## src/rtl/adc_row_col_decoder_pkg.sv

```systemverilog
// Shared widths, field layout and reset drive values for the CDAC row/column decoder.
package adc_row_col_decoder_pkg;

  localparam int CODE_W = 12;
  localparam int ROWS   = 16;
  localparam int COLS   = 16;
  localparam int NBIN   = 3;
  localparam int IDX_W  = 4;

  // Field view of a DAC code, MSB first so a plain cast splits it.
  typedef struct packed {
    logic [IDX_W-1:0] row;
    logic [IDX_W-1:0] col;
    logic [NBIN-1:0]  bin;
    logic             lsb;
  } code_fields_t;

  // Complete set of active-low drive lines, held in one register.
  typedef struct packed {
    logic [ROWS-1:0] row_n;
    logic [ROWS-1:0] rowon_n;
    logic [COLS-1:0] col_n;
    logic [NBIN-1:0] bincap_n;
    logic            c0p_n;
    logic            c0n_n;
  } drive_t;

  localparam logic [ROWS-1:0] RST_ROW_N    = 16'hFFFE;
  localparam logic [ROWS-1:0] RST_ROWON_N  = 16'hFFFF;
  localparam logic [COLS-1:0] RST_COL_N    = 16'hFFFF;
  localparam logic [NBIN-1:0] RST_BINCAP_N = 3'b111;
  localparam logic            RST_C0P_N    = 1'b1;
  localparam logic            RST_C0N_N    = 1'b0;

  localparam drive_t RST_DRIVE = '{
    row_n:    RST_ROW_N,
    rowon_n:  RST_ROWON_N,
    col_n:    RST_COL_N,
    bincap_n: RST_BINCAP_N,
    c0p_n:    RST_C0P_N,
    c0n_n:    RST_C0N_N
  };

  function automatic code_fields_t split_code(input logic [CODE_W-1:0] code);
    return code_fields_t'(code);
  endfunction

endpackage

```

## src/rtl/adc_therm4_decoder.sv

```systemverilog
// 4-bit index to 16-bit "less-than" thermometer and "equal" one-hot vectors (active-high).
module adc_therm4_decoder
  import adc_row_col_decoder_pkg::*;
(
  input  logic [IDX_W-1:0] idx,
  output logic [15:0]      lt,
  output logic [15:0]      eq
);

  always_comb begin
    lt = '0;
    eq = '0;
    for (int i = 0; i < 16; i++) begin
      lt[i] = (4'(i) < idx);
      eq[i] = (4'(i) == idx);
    end
  end

endmodule

```

## src/rtl/adc_row_col_decoder.sv

```systemverilog
// Registered decoder from a 12-bit DAC code to active-low unary-matrix, binary and split-LSB cap drives.
module adc_row_col_decoder
  import adc_row_col_decoder_pkg::*;
(
  input  logic              clk,
  input  logic              rst,
  input  logic [CODE_W-1:0] data,
  output logic [ROWS-1:0]   row_n,
  output logic [ROWS-1:0]   rowon_n,
  output logic [COLS-1:0]   col_n,
  output logic [NBIN-1:0]   bincap_n,
  output logic              c0p_n,
  output logic              c0n_n
);

  code_fields_t    fields;
  logic [ROWS-1:0] row_lt;
  logic [ROWS-1:0] row_eq;
  logic [COLS-1:0] col_lt;
  logic [COLS-1:0] col_eq_unused;
  drive_t          drive_d;
  drive_t          drive_q;

  assign fields = split_code(data);

  adc_therm4_decoder u_row_dec (
    .idx (fields.row),
    .lt  (row_lt),
    .eq  (row_eq)
  );

  // Only the thermometer is needed for columns; the partial row is picked by row_eq.
  adc_therm4_decoder u_col_dec (
    .idx (fields.col),
    .lt  (col_lt),
    .eq  (col_eq_unused)
  );

  always_comb begin
    drive_d          = RST_DRIVE;
    drive_d.row_n    = ~row_eq;
    drive_d.rowon_n  = ~row_lt;
    drive_d.col_n    = ~col_lt;
    drive_d.bincap_n = ~fields.bin;
    drive_d.c0p_n    = ~fields.lsb;
    drive_d.c0n_n    = fields.lsb;
  end

  always_ff @(posedge clk) begin
    if (rst) begin
      drive_q <= RST_DRIVE;
    end else begin
      drive_q <= drive_d;
    end
  end

  assign row_n    = drive_q.row_n;
  assign rowon_n  = drive_q.rowon_n;
  assign col_n    = drive_q.col_n;
  assign bincap_n = drive_q.bincap_n;
  assign c0p_n    = drive_q.c0p_n;
  assign c0n_n    = drive_q.c0n_n;

endmodule

```

## config.mk

```make
export PLATFORM = sky130hd
export DESIGN_NAME = adc_row_col_decoder
export DESIGN_NICKNAME = d
export VERILOG_FILES = /design/src/rtl/adc_row_col_decoder_pkg.sv /design/src/rtl/adc_therm4_decoder.sv /design/src/rtl/adc_row_col_decoder.sv
export SDC_FILE = /design/constraint.sdc
export NUM_CORES = 1
export LEC_CHECK = 0
export ABC_CLOCK_PERIOD_IN_PS = 950
export CORE_ASPECT_RATIO = 1.4
export CORE_MARGIN = 2
export CORE_UTILIZATION = 37
export DETAILED_ROUTE_END_ITERATION = 7
export GPL_ROUTABILITY_DRIVEN = 0
export PLACE_DENSITY = 0.74
export SYNTH_ARGS = -nofsm -noshare
export SYNTH_HDL_FRONTEND = slang
export SYNTH_SLANG_ARGS = --single-unit
```

## constraint.sdc

```tcl
create_clock -name clk -period 0.95 [get_ports clk]
set_clock_uncertainty 0.2 [all_clocks]
set_input_delay 0.19 -clock clk [delete_from_list [all_inputs] [get_ports clk]]
set_output_delay 0.19 -clock clk [all_outputs]
set_load 0.02 [all_outputs]
```

==> results.json, run 1 <==
{
  "ys_seq_elements": 51,
  "dp_hpwl_mm": 2.22,
  "antenna_cells": 0,
  "wirelength_mm": 3.22,
  "hold_viol_final": 1,
  "drt_pass1_iterations": 7,
  "yosysUniqueCellTypes": 31,
  "syn2layout_area_growth_pct": 68.2,
  "drive_above_1_share_pct": 64.8,
  "die_area_sq_mm": 0.00473,
  "hold_ws_ps": -0.765,
  "rsz0062_at_grt": "true",
  "root_buffer": "clkbuf_8",
  "maxCapViolations": 0,
  "hold_buffers": 0,
  "cts_tree": "built",
  "vias": 1190,
  "grt_start_max_net_pins": 16,
  "grt_pass1_vias": 1089,
  "timing.fmax_mhz": 882,
  "crit_type": "register to output pin",
  "path_max_fanout": 1,
  "arrival_ps": 740,
  "core_sq_mm": 0.00399,
  "path_cells": "buf_6",
  "power.total_mw": 4.26,
  "status": "complete, but fails checks",
  "die_w_um": 58.7,
  "setup_violations": 51,
  "clock_sinks": 51,
  "cp_slowest_cell": "dfxtp_2",
  "grt-ovfl-total": 0,
  "yosys_warnings": 0,
  "ant_nets": 0,
  "clockBufferDepth": 2,
  "dp_cells": 251,
  "ys_seq_area_share_pct": 65.9,
  "cts_htree_levels": 2,
  "grt.total_usage_pct": 14.2,
  "setup_ws_ps": -183,
  "critPathBufInv": 1,
  "p_leak_nw": 1.10,
  "endpoint": "rowon_n[5]",
  "startpoint_type": "register",
  "final.min_clock_period_ps": 1130,
  "ir_drop_mv": 0.847,
  "fin_crit_sh_pct": 119,
  "cts_buffers": 5,
  "core.rowCount": 27,
  "start_util_pct": 38.9,
  "io_pins": 67,
  "slew_viol_final": 0,
  "cts.clk_slew.worst_paths_ps": 90,
  "required_ps": 560,
  "endpoint_kind": "output pin",
  "slowest_delay_ps": 330,
  "vias_per_cell": 4.54,
  "violations": "design-rule violations, negative hold slack, negative setup slack",
  "p_per_area_mw_per_mm2": 1640,
  "antenna_found_initial": 0,
  "worst_path_dominant_cell_family": "flip-flops",
  "crit_path_start": "rowon_n[5]$_SDFF_PP1_",
  "nNetsFinal": 232,
  "drc": 7,
  "initialDrtViolationCount": 19,
  "min_path_type": "input port to register",
  "syn-cell-area_sq_mm": 0.00155,
  "fin_cells": 262,
  "postCtsSetupBuffers": 0,
  "synth_area_per_cell_sq_um": 11.2,
  "synthCells": 138,
  "dieHeight_um": 80.6,
  "grt_pass1_wl_mm": 4.97,
  "numPortBuffers": 64,
  "wire_per_inst_um": 12.3,
  "cp.depth": 1
}
==> per-layer routing <==
| metal | up-vias | routed length (um) | track usage [%] |
|---|---|---|---|
| li1 | 601 | - | - |
| met1 | 536 | 1150 | 13.2 |
| met2 | 49 | 1820 | 27.5 |
| met3 | 4 | 190 | 3.70 |
| met4 | 0 | 48 | 6.82 |
| met5 | - | 0 | 0 |
==> worst min-delay path by stage <==
stage	start	to	cells past startpoint
floorplan	data[1]	bincap_n[0]$_SDFF_PP1_	1
global placement	data[2]	bincap_n[1]$_SDFF_PP1_	2
detailed placement	data[3]	bincap_n[2]$_SDFF_PP1_	2
CTS	data[9]	row_n[8]$_SDFF_PP1_	3
global route	data[5]	col_n[13]$_SDFF_PP1_	2
finish	data[5]	col_n[13]$_SDFF_PP1_	2
==> stage by stage <==
stage               setup WS (ps)  TNS [ps]  cell area [sq um]  util, %
floorplan                   -9.92     -11.8               1550        -
global placement             -627    -43480               2310     58.0
detailed placement           -646    -44340               2310     58.0
CTS                          -190     -9370               2620     65.6
global route                 -212    -10190               2610     65.4
finish                       -183     -8810               2610     65.4
==> report_power, final <==
group	switching, mW	total [mW]	internal (mW)
clock	0.653	1.32	0.662
sequential	0.0407	2.29	2.25
combinational	0.311	0.660	0.348
==> cells in the final DEF (no fill, tap or decap), types with 2 or more instances in the layout <==
master / netlist / layout
o21ai_1: 2 / 2
clkdlybuf4s15_1: 0 / 2
clkbuf_8: 0 / 7
buf_2: 4 / 2
nor3_1: 2 / 2
conb_1: 1 / 2
buf_12: 0 / 2
dfxtp_2: 0 / 51
buf_4: 5 / 12
nor2_1: 3 / 3
nor3b_4: 2 / 2
nor2b_1: 4 / 4
a21o_1: 5 / 5
buf_6: 2 / 55
nand3_1: 7 / 7
inv_1: 2 / 2
clkdlybuf4s50_1: 0 / 4
or2_1: 8 / 8
a21oi_1: 6 / 6
dlygate4sd2_1: 0 / 3
nand2b_1: 4 / 4
nand2_1: 15 / 15
==> state kept, by name, summed over array words and instances (netlist names) <==
| register | flops |
|---|---|
| rowon_n | 15 |
| col_n | 15 |
| bincap_n | 3 |
| c0n_n | 1 |
| c0p_n | 1 |
| row_n | 16 |
==> synthesized netlist by cell type <==
master / n / area share [%]
dfxtp_1: 51 / 66
nand4_1: 1 / 0.40
nand3b_1: 1 / 0.48
nand2_1: 15 / 3.6
o21ai_1: 2 / 0.65
inv_2: 1 / 0.24
nor3_2: 1 / 0.65
o31ai_1: 2 / 0.97
nand3_1: 7 / 2.3
nor2_1: 3 / 0.73
and3b_1: 1 / 0.57
nor2_2: 1 / 0.40
buf_2: 4 / 1.3
nand2b_1: 4 / 1.6
a21oi_1: 6 / 1.9
and2b_2: 1 / 0.57
a21o_1: 5 / 2.4
o21ai_0: 1 / 0.32
inv_1: 2 / 0.48
and2b_1: 1 / 0.48
buf_4: 5 / 2.4
nor3b_4: 2 / 2.4
or2_1: 8 / 3.2
and2_1: 1 / 0.40
nand4b_1: 1 / 0.57
a31oi_1: 1 / 0.40
and2b_4: 1 / 0.65
nor3_1: 2 / 0.65
conb_1: 1 / 0.24
buf_6: 2 / 1.5
nor2b_1: 4 / 1.6
==> final cells by class <==
cell class              count  area (sq um)
repair buffers             83           895
fillers                   318          1380
well taps                  43          53.8
clock inverters             1          7.51
clock buffers               7          96.3
flip-flops and latches     51          1080
multi-input cells          74           459
inverters                   3          11.3
==> logic make-up (layout without fill, tap and decap cells) <==
group	count (synthesis)	count (layout)	synth area share, %
AOI/OAI and AO/OA	17	17	6.70
and+or+nand+nor	55	55	21.3
other	1	2	0.242
buffers and inverters	14	94	5.89
DFF	51	51	65.9
==> repair_timing <==
action	in CTS	in global routing
pin swaps	0	2
gates cloned	3	0
endpoints found under the setup margin	102	75
resized for setup	379	8
No activity file was read; power rests on OpenSTA's default activity.
==> inputs of run 2 (changes only) <==
--- a/config.mk
+++ b/config.mk
@@ -13,4 +13,5 @@
 export GPL_ROUTABILITY_DRIVEN = 0
 export PLACE_DENSITY = 0.74
+export SKIP_CTS_REPAIR_TIMING = 1
 export SYNTH_ARGS = -nofsm -noshare
 export SYNTH_HDL_FRONTEND = slang
--- a/constraint.sdc
+++ b/constraint.sdc
@@ -3,3 +3,3 @@
 set_input_delay 0.19 -clock clk [delete_from_list [all_inputs] [get_ports clk]]
 set_output_delay 0.19 -clock clk [all_outputs]
-set_load 0.02 [all_outputs]
+set_load 0.1 [all_outputs]
==> run 2 against run 1 <==
Net effect: the run ends with design-rule violations, negative setup slack left; flip-flop and latch count is the same; hold slack improved by 8.9 ps; clock power shrank 9.8%; total power grew 14%; sequential share of layout area shrank 3.2 points; cell count shrank 0.76%; critical path type unchanged; design area is 21% higher.
==> results.json, run 2 (same netlist as run 1, synthesis figures left out) <==
{
  "io_pins": 67,
  "crit_path_start": "col_n[4]$_SDFF_PP1_",
  "clock_sinks": 51,
  "setup_tns_ps": -13390,
  "hold_viol_final": 0,
  "ant_nets": 0,
  "drc": 6,
  "grt.total_usage_pct": 17.1,
  "combPwrFrac_pct": 29.6,
  "final_common_cell": "buf_12",
  "violations": "design-rule violations, negative setup slack",
  "cts_buffers": 5,
  "core_sq_mm": 0.00399,
  "min_path_type": "input port to register",
  "ir_drop_mv": 0.897,
  "drive_above_1_share_pct": 63.6,
  "numPortBuffers": 64,
  "final.min_clock_period_ps": 1220,
  "fill_cells": 230,
  "required_ps": 560,
  "start_util_pct": 38.9,
  "p_seq_share_pct": 46.0,
  "wirelength_mm": 3.85,
  "initialDrtViolationCount": 42,
  "endpoint_kind": "output pin",
  "cts_tree": "built",
  "p_sw_share_pct": 34.4,
  "cp_slowest_cell": "dfxtp_4",
  "setup_ws_ps": -272,
  "clockBufferDepth": 2,
  "antenna_found_initial": 0,
  "antenna_cells": 0,
  "largest_reg_flops": 16,
  "setup_violations": 51,
  "p_leak_nw": 1.37,
  "internal-power_mw": 3.19,
  "arrival_ps": 830,
  "grt_pass1_wl_mm": 5.94,
  "path_max_fanout": 1,
  "dieHeight_um": 80.6,
  "dp_hpwl_mm": 3.11,
  "grt_start_max_net_pins": 17,
  "die_area_sq_mm": 0.00473,
  "syn2layout_area_growth_pct": 104,
  "crit_type": "register to output pin",
  "path_cells": "buf_12",
  "grt-ovfl-total": 0,
  "endpoint": "col_n[4]",
  "critPathBufInv": 1,
  "core.rowCount": 27,
  "fin_crit_sh_pct": 129,
  "wire_per_inst_um": 14.8,
  "root_buffer": "clkbuf_8",
  "status": "complete, but fails checks",
  "rsz0062_at_grt": "true",
  "slowest_delay_ps": 360,
  "vias_per_cell": 4.79,
  "final_util_pct": 79.2,
  "maxCapViolations": 0,
  "startpoint_type": "register",
  "p_per_area_mw_per_mm2": 1540,
  "die_w_um": 58.7,
  "timing.fmax_mhz": 818,
  "grt_pass1_vias": 1277,
  "p_sw_mw": 1.67,
  "cts.clk_slew.worst_paths_ps": 90,
  "pwr-share-clk_pct": 24.4,
  "nNetsFinal": 230,
  "most-common-layout-cells": "buf_12 (52), dfxtp_4 (51), nand2_1 (15), buf_4 (15)",
  "vias": 1246,
  "cp.depth": 1,
  "worst_path_dominant_cell_family": "flip-flops",
  "drt_pass1_iterations": 6,
  "slew_viol_final": 0,
  "cts_htree_levels": 2
}
[run 2: changes by cell type in the layout (fill, tap and decap cells not counted), moves of 3 or more]
cell,delta
buf_6,-54
dlygate4sd2_1,-3
buf_4,+3
buf_12,+50
dlymetal6s2s_1,+8
dfxtp_4,+51
dfxtp_2,-51
[run 2: worst min path at each step]
stage / from / end / slack (ps) / cells past startpoint
5_1_grt: data[6] / col_n[14]$_SDFF_PP1_ / 10 / 2
3_3_place_gp: c0p_n$_SDFF_PP1_ / c0p_n / 470 / 1
4_1_cts: data[1] / bincap_n[0]$_SDFF_PP1_ / 170 / 2
2_1_floorplan: data[1] / bincap_n[0]$_SDFF_PP1_ / 60 / 1
3_5_place_dp: c0n_n$_SDFF_PP0_ / c0n_n / 470 / 1
6_report: data[6] / col_n[14]$_SDFF_PP1_ / 8 / 2
[run 2: layer usage]
| metal | GRT usage, % | routed length [um] |
|---|---|---|
| met1 | 15.0 | 1200 |
| met2 | 34.0 | 2260 |
| met3 | 7.09 | 349 |
| met5 | 0 | 0 |
| met4 | 4.77 | 44 |
[run 2: stage by stage]
| step | setup slack [ps] | total power, mW | std cells | area (sq um) | hold slack, ps |
|---|---|---|---|---|---|
| 6_report | -272 | 4.85 | 260 | 3160 | 8.13 |
| 3_3_place_gp | -592 | 3.68 | 251 | 3010 | 471 |
| 5_1_grt | -298 | 5.02 | 260 | 3160 | 11.3 |
| 3_5_place_dp | -668 | 3.71 | 251 | 3010 | 472 |
| 2_1_floorplan | -1.62 | 3.13 | 139 | 1760 | 62.5 |
| 4_1_cts | -349 | 4.88 | 259 | 3100 | 169 |
[run 2: power by group through the flow]
stage | logic, mW | registers (mW) | clock network, mW
after floorplan | 0.207 | 2.92 | 0
after global placement | 1.40 | 2.28 | 0
after detailed placement | 1.42 | 2.29 | 0
after CTS | 1.42 | 2.24 | 1.22
after global routing | 1.48 | 2.24 | 1.30
final | 1.44 | 2.23 | 1.19
[run 2: cell type report]
type | count | area (sq um) | share of cell area (%)
Clock buffer | 5 | 68.8 | 2.18
Sequential cell | 51 | 1210 | 38.4
Timing Repair Buffer | 81 | 1310 | 41.5
Inverter | 3 | 11.3 | 0.357
Tap cell | 43 | 53.8 | 1.70
Multi-Input combinational cell | 74 | 482 | 15.3
Clock inverter | 3 | 20.0 | 0.634
==> inputs of run 3 (changes only) <==
Settings changed: CORE_UTILIZATION 37 to 40, HOLD_SLACK_MARGIN set to 0.15, PLACE_DENSITY 0.74 to 0.75, SYNTH_HIERARCHICAL set to 1.
==> run 3 against run 2 <==
Net effect: sequential share of layout area is 1.4 points lower; critical path depth stayed put; first-iteration DRC count stayed put; the flow finishes with violations (negative setup slack); flip-flop and latch count is 2 higher; sequential power is 4% higher; largest power group unchanged; largest cell class unchanged; maximum frequency is 3.2% lower; synthesized cell count is 34% higher.
==> results.json, run 3 <==
{
  "endpoint_kind": "output pin",
  "most-common-layout-cells": "buf_12 (54), nand2b_1 (52), dfxtp_4 (52), nor2_1 (24)",
  "maxCapViolations": 0,
  "vias_per_cell": 4.44,
  "grt.total_usage_pct": 17.5,
  "cts_buffers": 5,
  "dp_cells": 304,
  "setup_tns_ps": -14390,
  "grt_pass1_wl_mm": 6.69,
  "cts_tree": "built",
  "rsz0062_at_grt": "true",
  "cts_htree_levels": 2,
  "ant_nets": 0,
  "required_ps": 560,
  "root_buffer": "clkbuf_8",
  "grt_pass1_vias": 1401,
  "hp-start": "data[10]",
  "crit_path_start": "bincap_n[0]$_SDFF_PP1_",
  "final_common_cell": "buf_12",
  "start_util_pct": 42.0,
  "startpoint_type": "register",
  "dr_wl_met3_um": 324,
  "grt-ovfl-total": 0,
  "dp_hpwl_mm": 3.03,
  "cts.clk_slew.worst_paths_ps": 100,
  "cp_slowest_cell": "dfxtp_2",
  "dr_wl_met2_mm": 2.47,
  "path_max_fanout": 1,
  "ir_drop_mv": 1.35,
  "arrival_ps": 870,
  "syn2layout_area_growth_pct": 89.4,
  "path_cells": "buf_12",
  "dieHeight_um": 83.3,
  "drc": 0,
  "synthCells": 185,
  "nNetsFinal": 266,
  "violations": "negative setup slack",
  "core_sq_mm": 0.00427,
  "slowest_delay_ps": 380,
  "internal-power_mw": 3.30,
  "clockBufferDepth": 2,
  "slew_viol_final": 0,
  "antenna_cells": 0,
  "p_per_area_mw_per_mm2": 1470,
  "setup_ws_ps": -313,
  "vias": 1391,
  "min_path_type": "input port to register",
  "wl_met1_mm": 1.64,
  "wirelength_mm": 4.48,
  "antenna_found_initial": 0,
  "worst_path_dominant_cell_family": "flip-flops",
  "numPortBuffers": 66,
  "status": "complete, but fails checks",
  "io_pins": 67,
  "initialDrtViolationCount": 42,
  "hold_viol_final": 0,
  "top_layer_used": "met4",
  "die_area_sq_mm": 0.00505,
  "syn_nets": 199,
  "timing.fmax_mhz": 792,
  "drt_pass1_iterations": 4,
  "combPwrFrac_pct": 29.2,
  "p_sw_share_pct": 34.3,
  "setup_violations": 53,
  "critPathBufInv": 1,
  "p_seq_share_pct": 46.2,
  "fin_crit_sh_pct": 133,
  "final_util_pct": 79.6,
  "p_leak_nw": 1.47,
  "yosys_warnings": 6,
  "p_sw_mw": 1.72,
  "crit_type": "register to output pin",
  "dp_slack_ps": -657,
  "synth_area_per_cell_sq_um": 9.71,
  "pwr-share-clk_pct": 24.6,
  "clock_sinks": 53,
  "syn-cell-area_sq_mm": 0.00180,
  "die_w_um": 60.6,
  "final.min_clock_period_ps": 1260,
  "fin_cells": 313,
  "wire_per_inst_um": 14.3,
  "drive_above_1_share_pct": 53.8,
  "core.rowCount": 28,
  "grt_start_max_net_pins": 54
}
[run 3: stage by stage]
| step | area [sq um] | hold slack [ps] | power (mW) |
|---|---|---|---|
| final | 3400 | 45.1 | 5.02 |
| after global routing | 3400 | 63.1 | 5.21 |
| after CTS | 3350 | 176 | 5.00 |
| after detailed placement | 3260 | 454 | 3.82 |
| after global placement | 3260 | 452 | 3.80 |
| after floorplan | 2040 | 51.9 | 3.27 |
[run 3: path summary, 6_finish.rpt]
path / endpoint / depth (start not counted) / slack, ps
max: bincap_n[0] / 1 / -310
min: rowon_n[2]$_SDFF_PP1_ / 4 / 50
[run 3: area by class of cell]
cell class / instances / area, sq um
tap: 60 / 75.1
sequential: 53 / 1260
clock inverter: 3 / 17.5
clock buffer: 5 / 68.8
multi-input combinational: 111 / 651
timing repair buffer: 77 / 1320
fill: 247 / 871
inverter: 4 / 15.0
[run 3: power groups by stage]
stage | Clock, mW | Combinational, mW | Sequential [mW]
6_report | 1.23 | 1.47 | 2.32
3_5_place_dp | 0 | 1.45 | 2.37
4_1_cts | 1.23 | 1.45 | 2.32
3_3_place_gp | 0 | 1.43 | 2.37
5_1_grt | 1.35 | 1.53 | 2.33
2_1_floorplan | 0 | 0.234 | 3.03
[run 3: layer usage]
metal,up-vias,global-route usage (%)
li1,682,-
met1,651,18.3
met2,53,31.2
met3,5,6.39
met4,0,5.34
met5,-,0
